File: config.mk
export PLATFORM = sky130hd
export DESIGN_NAME = call_dispatcher
export DESIGN_NICKNAME = d
export VERILOG_FILES = /design/src/rtl/elevator_pkg.sv /design/src/rtl/nearest_car_select.sv /design/src/rtl/call_dispatcher.sv
export SDC_FILE = /design/constraint.sdc
export NUM_CORES = 1
export LEC_CHECK = 0
export CORE_ASPECT_RATIO = 1.5
export CORE_MARGIN = 2
export CORE_UTILIZATION = 50
export CTS_BUF_LIST = sky130_fd_sc_hd__clkbuf_16
export DETAILED_ROUTE_END_ITERATION = 16
export GPL_ROUTABILITY_DRIVEN = 0
export GPL_TIMING_DRIVEN = 0
export HOLD_SLACK_MARGIN = 0.05
export PLACE_DENSITY = 0.72
export RECOVER_POWER = 25
export SLEW_MARGIN = 20
export SYNTH_ARGS = -nofsm -noshare
export SYNTH_HDL_FRONTEND = slang
export SYNTH_SLANG_ARGS = --single-unit
File: constraint.sdc
create_clock -name clk -period 22.8 [get_ports clk]
set_clock_uncertainty 0.2 [all_clocks]
set_input_delay 3.42 -clock clk [delete_from_list [all_inputs] [get_ports clk]]
set_output_delay 3.42 -clock clk [all_outputs]
set_load 0.1 [all_outputs]
File: src/rtl/elevator_pkg.sv
// Shared constants and types for the elevator bank control logic.
// Sizes here are the defaults picked up by the dispatcher parameters.
package elevator_pkg;

   localparam int unsigned N_FLOORS = 10;
   localparam int unsigned FLOOR_W  = 4;
   localparam int unsigned N_CARS   = 3;

   localparam logic [1:0] CAR_A = 2'd0;
   localparam logic [1:0] CAR_B = 2'd1;
   localparam logic [1:0] CAR_C = 2'd2;

   typedef enum logic [1:0] {
      ST_IDLE  = 2'd0,
      ST_PICK  = 2'd1,
      ST_OFFER = 2'd2
   } disp_state_t;

endpackage

File: src/rtl/nearest_car_select.sv
// Picks the available car closest to a target floor; ties resolve to the
// lowest car index (A, then B, then C).
module nearest_car_select #(
   parameter int unsigned FLOOR_W = 4
) (
   input  logic [FLOOR_W-1:0] floor_a,
   input  logic [FLOOR_W-1:0] floor_b,
   input  logic [FLOOR_W-1:0] floor_c,
   input  logic [2:0]         avail,
   input  logic [FLOOR_W-1:0] target,
   output logic [1:0]         car,
   output logic               found
);
   import elevator_pkg::*;

   logic [FLOOR_W-1:0] dist_a;
   logic [FLOOR_W-1:0] dist_b;
   logic [FLOOR_W-1:0] dist_c;
   logic [FLOOR_W-1:0] best;

   always_comb begin
      dist_a = (floor_a > target) ? floor_a - target : target - floor_a;
      dist_b = (floor_b > target) ? floor_b - target : target - floor_b;
      dist_c = (floor_c > target) ? floor_c - target : target - floor_c;
   end

   // Strict less-than keeps the earlier (lower-index) car on equal distance.
   always_comb begin
      car   = CAR_A;
      found = 1'b0;
      best  = '1;
      if (avail[0]) begin
         car   = CAR_A;
         best  = dist_a;
         found = 1'b1;
      end
      if (avail[1] && (!found || dist_b < best)) begin
         car   = CAR_B;
         best  = dist_b;
         found = 1'b1;
      end
      if (avail[2] && (!found || dist_c < best)) begin
         car   = CAR_C;
         best  = dist_c;
         found = 1'b1;
      end
   end

endmodule

File: src/rtl/call_dispatcher.sv
// Hall-call scheduler: latches hall buttons, picks the next pending floor in
// round-robin order and offers it to the nearest available car.
module call_dispatcher #(
   parameter int unsigned N_FLOORS = elevator_pkg::N_FLOORS,
   parameter int unsigned FLOOR_W  = elevator_pkg::FLOOR_W,
   parameter int unsigned N_CARS   = elevator_pkg::N_CARS
) (
   input  logic                clk,
   input  logic                rst_n,
   input  logic [N_FLOORS-1:0] hall_req,
   input  logic [FLOOR_W-1:0]  car_floor_a,
   input  logic [FLOOR_W-1:0]  car_floor_b,
   input  logic [FLOOR_W-1:0]  car_floor_c,
   input  logic [N_CARS-1:0]   car_busy,
   output logic                dispatch_valid,
   output logic [1:0]          dispatch_car,
   output logic [FLOOR_W-1:0]  dispatch_floor,
   input  logic                dispatch_ready,
   output logic [N_FLOORS-1:0] pending
);
   import elevator_pkg::*;

   localparam int unsigned        IDX_W      = $clog2(N_FLOORS);
   localparam int unsigned        CAR_W      = 2;
   localparam logic [FLOOR_W-1:0] LAST_FLOOR = FLOOR_W'(N_FLOORS - 1);

   disp_state_t         state;
   disp_state_t         state_next;
   logic [FLOOR_W-1:0]  car_floor [N_CARS];
   logic [FLOOR_W-1:0]  res_floor [N_CARS];
   logic [N_CARS-1:0]   reserved;
   logic [N_CARS-1:0]   avail;
   logic [FLOOR_W-1:0]  scan_ptr;
   logic [FLOOR_W-1:0]  pick_floor;
   logic                pick_found;
   logic [1:0]          pick_car;
   logic                car_found;
   logic                load;
   logic                handshake;
   logic [N_FLOORS-1:0] clear_mask;
   int unsigned         idx;

   assign car_floor[0] = car_floor_a;
   assign car_floor[1] = car_floor_b;
   assign car_floor[2] = car_floor_c;

   assign handshake = (state == ST_OFFER) && dispatch_ready;

   always_comb begin
      avail = '0;
      for (int unsigned i = 0; i < N_CARS; i++) begin
         avail[i[CAR_W-1:0]] = !car_busy[i[CAR_W-1:0]] && !reserved[i[CAR_W-1:0]] &&
                               (car_floor[i[CAR_W-1:0]] <= LAST_FLOOR);
      end
   end

   // Round-robin: first pending floor at or after scan_ptr, wrapping around.
   always_comb begin
      pick_found = 1'b0;
      pick_floor = '0;
      idx        = 0;
      for (int unsigned off = 0; off < N_FLOORS; off++) begin
         idx = 32'(scan_ptr) + off;
         if (idx >= N_FLOORS) idx = idx - N_FLOORS;
         if (!pick_found && pending[idx[IDX_W-1:0]]) begin
            pick_found = 1'b1;
            pick_floor = FLOOR_W'(idx);
         end
      end
   end

   nearest_car_select #(
      .FLOOR_W(FLOOR_W)
   ) u_sel (
      .floor_a(car_floor_a),
      .floor_b(car_floor_b),
      .floor_c(car_floor_c),
      .avail  (avail),
      .target (pick_floor),
      .car    (pick_car),
      .found  (car_found)
   );

   always_comb begin
      clear_mask = '0;
      if (handshake) clear_mask = {{(N_FLOORS-1){1'b0}}, 1'b1} << dispatch_floor;
   end

   always_comb begin
      state_next = state;
      load       = 1'b0;
      case (state)
         ST_IDLE: begin
            if ((|pending) && (|avail)) state_next = ST_PICK;
         end
         ST_PICK: begin
            if (pick_found && car_found) begin
               state_next = ST_OFFER;
               load       = 1'b1;
            end else begin
               state_next = ST_IDLE;
            end
         end
         ST_OFFER: begin
            if (dispatch_ready) state_next = ST_IDLE;
         end
         default: state_next = ST_IDLE;
      endcase
   end

   always_ff @(posedge clk or negedge rst_n) begin
      if (!rst_n) state <= ST_IDLE;
      else        state <= state_next;
   end

   always_ff @(posedge clk or negedge rst_n) begin
      if (!rst_n) begin
         pending        <= '0;
         scan_ptr       <= '0;
         dispatch_valid <= 1'b0;
         dispatch_car   <= '0;
         dispatch_floor <= '0;
         reserved       <= '0;
         for (int unsigned i = 0; i < N_CARS; i++) res_floor[i[CAR_W-1:0]] <= '0;
      end else begin
         // A new press of the floor being handed over is dropped: clear wins.
         pending        <= (pending | hall_req) & ~clear_mask;
         dispatch_valid <= (state_next == ST_OFFER);
         if (load) begin
            dispatch_car   <= pick_car;
            dispatch_floor <= pick_floor;
         end
         if (handshake) begin
            scan_ptr <= (dispatch_floor == LAST_FLOOR) ? '0 : dispatch_floor + 1'b1;
         end
         for (int unsigned i = 0; i < N_CARS; i++) begin
            if (handshake && (dispatch_car == i[CAR_W-1:0])) begin
               reserved[i[CAR_W-1:0]]  <= 1'b1;
               res_floor[i[CAR_W-1:0]] <= dispatch_floor;
            end else if (car_busy[i[CAR_W-1:0]] ||
                         (car_floor[i[CAR_W-1:0]] == res_floor[i[CAR_W-1:0]])) begin
               reserved[i[CAR_W-1:0]] <= 1'b0;
            end
         end
      end
   end

endmodule

==> impl_metrics.ini <==
[floorplan]
fp.dieArea_um2 = 11800
start_util_pct = 51.4
ioPinCount = 45
row_count = 46
fp.dieH_um = 132
core_um2 = 10600
die_w_um = 89.5

[critical_path]
cpPeakStageDelay_ns = 0.53
end_kind = register
arrival_ns = 9.33
cpMostUsedCell = ha_1
r2r_start = scan_ptr[1]$_DFFE_PN0P_
path_delay_family = compound AO/OA/AOI/OAI gates
path_buf_inv = 6
crit_path_start_kind = register
cp_max_fo = 13
critPathRequiredTime_ns = 22.77
crit_slowest_cell = o311ai_0
critPathLaunch = scan_ptr[1]$_DFFE_PN0P_
critPathKind = reg -> reg

[clocking]
cts_resized = 0
root_buffer = clkbuf_16
cts-hold-fix-buffers = 0
cts_setup_buffers = 0
htree_levels = 2
cts_tree = yes
cts.path.max_buffers = 2
clock-sinks = 38
clk_latency_ns = 0.28
cts.clk_slew.worst_paths_ns = 0.06
cts-buffers-inserted = 5

[outcome]
violations = max-capacitance violations, max-slew violations
status = finished with violations

[logic_synthesis]
syn_area_um2 = 5480
synth-xor-area-share_pct = 5.09
syn-instance-count = 641
syn_area_per_cell_um2 = 8.55
yosys.area_share.simple_pct = 20.9
ys_types = 101
synth-compound-area-share_pct = 25.5
synth.area.mux_share_pct = 11.9
synth_flop_cell = dfrtp_1
ys_ff_latch = 38
synth_async_sr_flop_share_pct = 100
synth_edf_count = 0
ys_warn_count = 0
synthAdderAreaFrac_pct = 14.2
synth_seq_area_share_pct = 17.4
synth_nets = 727
synth_top_family_by_area = compound AO/OA/AOI/OAI gates

[global_route]
grt-ovfl-total = 0
grt_pass1_wl_mm = 26.4
track_usage_pct = 28.3
antenna_found_initial = 0
grt_max_degree = 30
grt_pass1_vias = 5296

[sta]
period_share_pct = 41.1
finalHoldViolCount = 0
slew_viol_final = 30
tns_ns = 0
slew_headroom_pct = -2.27
fmax_mhz = 107
worst_pin_slew_ns = 1.53
grt_setup_unrepaired = no
period_minus_slack_ns = 9.36
setup_violations = 0

[final_layout]
most-common-layout-cells = ha_1 (51), a21oi_1 (50), nand2_1 (44)
num_antenna_cells = 0
fin_nets = 779
layout-drive-gt1-share_pct = 11.4
areaGrowthSynthToFinish_pct = 13.8
final_common_cell = ha_1

[route]
drt-wirelength-per-cell_um = 19.5
route.detailed.drc = 0
vias = 5272
wirelength_mm = 16.4
ant_nets = 0
dr.first_iter.drc_count = 431
firstDrtPassIters = 6
viasPerCell = 6.29

[run]
drv_cap = 1

[min_path]
min_from = res_floor[2]$_DFFE_PN0P_
hold_path.class = reg -> reg

[placement]
hpwl_mm = 13.2
numPortBuffers = 44
## layout make-up
class / instances / area, um2
Inverter: 41 / 154
Timing Repair Buffer: 45 / 438
Clock buffer: 5 / 125
Clock inverter: 3 / 12.5
Tap cell: 144 / 180
Fill cell: 983 / 4410
Multi-Input combinational cell: 539 / 4250
Sequential cell: 38 / 951
Buffer: 23 / 124
## cells by family (layout without fill, tap and decap cells)
kind of cell / Yosys count / count (layout)
and+or+nand+nor: 203 / 203
muxes: 57 / 57
AOI/OAI and AO/OA: 190 / 190
buffers and inverters: 64 / 117
DFF: 38 / 38
xor gates and xnor gates: 31 / 31
adders and majority gates: 58 / 58
## sequential cells by signal (all words and copies together), names as in the netlist
name	count
dispatch_car	2
dispatch_floor	4
dispatch_valid	1
pending	10
res_floor	12
reserved	3
scan_ptr	4
state	2
## per-stage QoR
step | setup slack, ns | std cells | instance area (um2) | util (%) | hold slack [ns]
floorplan | 15.30 | 641 | 5480 | - | 0.244
global placement | 13.78 | 829 | 6100 | 57.3 | 0.290
detailed placement | 13.62 | 830 | 6110 | 57.4 | 0.304
CTS | 13.56 | 838 | 6250 | 58.7 | 0.316
global route | 12.87 | 838 | 6230 | 58.5 | 0.328
finish | 13.44 | 838 | 6230 | 58.5 | 0.318
## Yosys cell counts (4+ instances only)
| master | number | area [um2] |
|---|---|---|
| a211oi_1 | 6 | 45.0 |
| a21o_1 | 11 | 82.6 |
| a21oi_1 | 50 | 250 |
| a31o_2 | 4 | 35.0 |
| a31oi_1 | 8 | 50.1 |
| a41oi_1 | 4 | 35.0 |
| and2_1 | 9 | 56.3 |
| buf_2 | 6 | 30.0 |
| clkbuf_1 | 11 | 41.3 |
| dfrtp_1 | 38 | 951 |
| fa_1 | 7 | 140 |
| ha_1 | 51 | 638 |
| inv_1 | 38 | 143 |
| mux2_2 | 17 | 191 |
| mux2i_1 | 33 | 330 |
| mux4_2 | 4 | 90.1 |
| nand2_1 | 44 | 165 |
| nand2b_1 | 16 | 100 |
| nand3_1 | 9 | 45.0 |
| nand3b_1 | 7 | 52.6 |
| nand4_1 | 5 | 31.3 |
| nor2_1 | 38 | 143 |
| nor2b_1 | 13 | 81.3 |
| nor3_1 | 21 | 105 |
| nor4_1 | 6 | 37.5 |
| o211ai_1 | 9 | 67.6 |
| o21a_1 | 9 | 67.6 |
| o21ai_0 | 27 | 135 |
| o21bai_1 | 5 | 37.5 |
| or2_2 | 6 | 37.5 |
| xnor2_1 | 21 | 184 |
| xor2_1 | 9 | 78.8 |
## per-layer routing
metal / wire, um / GRT usage [%]
met5: 0 / 0
met4: 934 / 14.1
met3: 554 / 2.07
met2: 8660 / 50.6
met1: 6220 / 32.7
## worst min-delay path, cell delays in order (launching register included)
cell and delay [ns]:
dfrtp_1 0.36, nand2_1 0.06, o21ai_0 0.06
## path summary, 6_finish.rpt
kind / to / slack, ns / cells after the start
max: dispatch_car[0]$_DFFE_PN0P_ / 13.44 / 35
min: res_floor[2]$_DFFE_PN0P_ / 0.32 / 2
max reg2reg: dispatch_car[0]$_DFFE_PN0P_ / 13.44 / 35
min reg2reg: res_floor[2]$_DFFE_PN0P_ / 0.32 / 2
max in group asynchronous: pending[3]$_DFF_PN0_ / 17.71 / 2
min in group asynchronous: reserved[1]$_DFFE_PN0P_ / 2.89 / 1
Power is left out: the tool's default activity adds up to more than one toggle a clock period on the data nets, which glitch-free logic cannot reach.
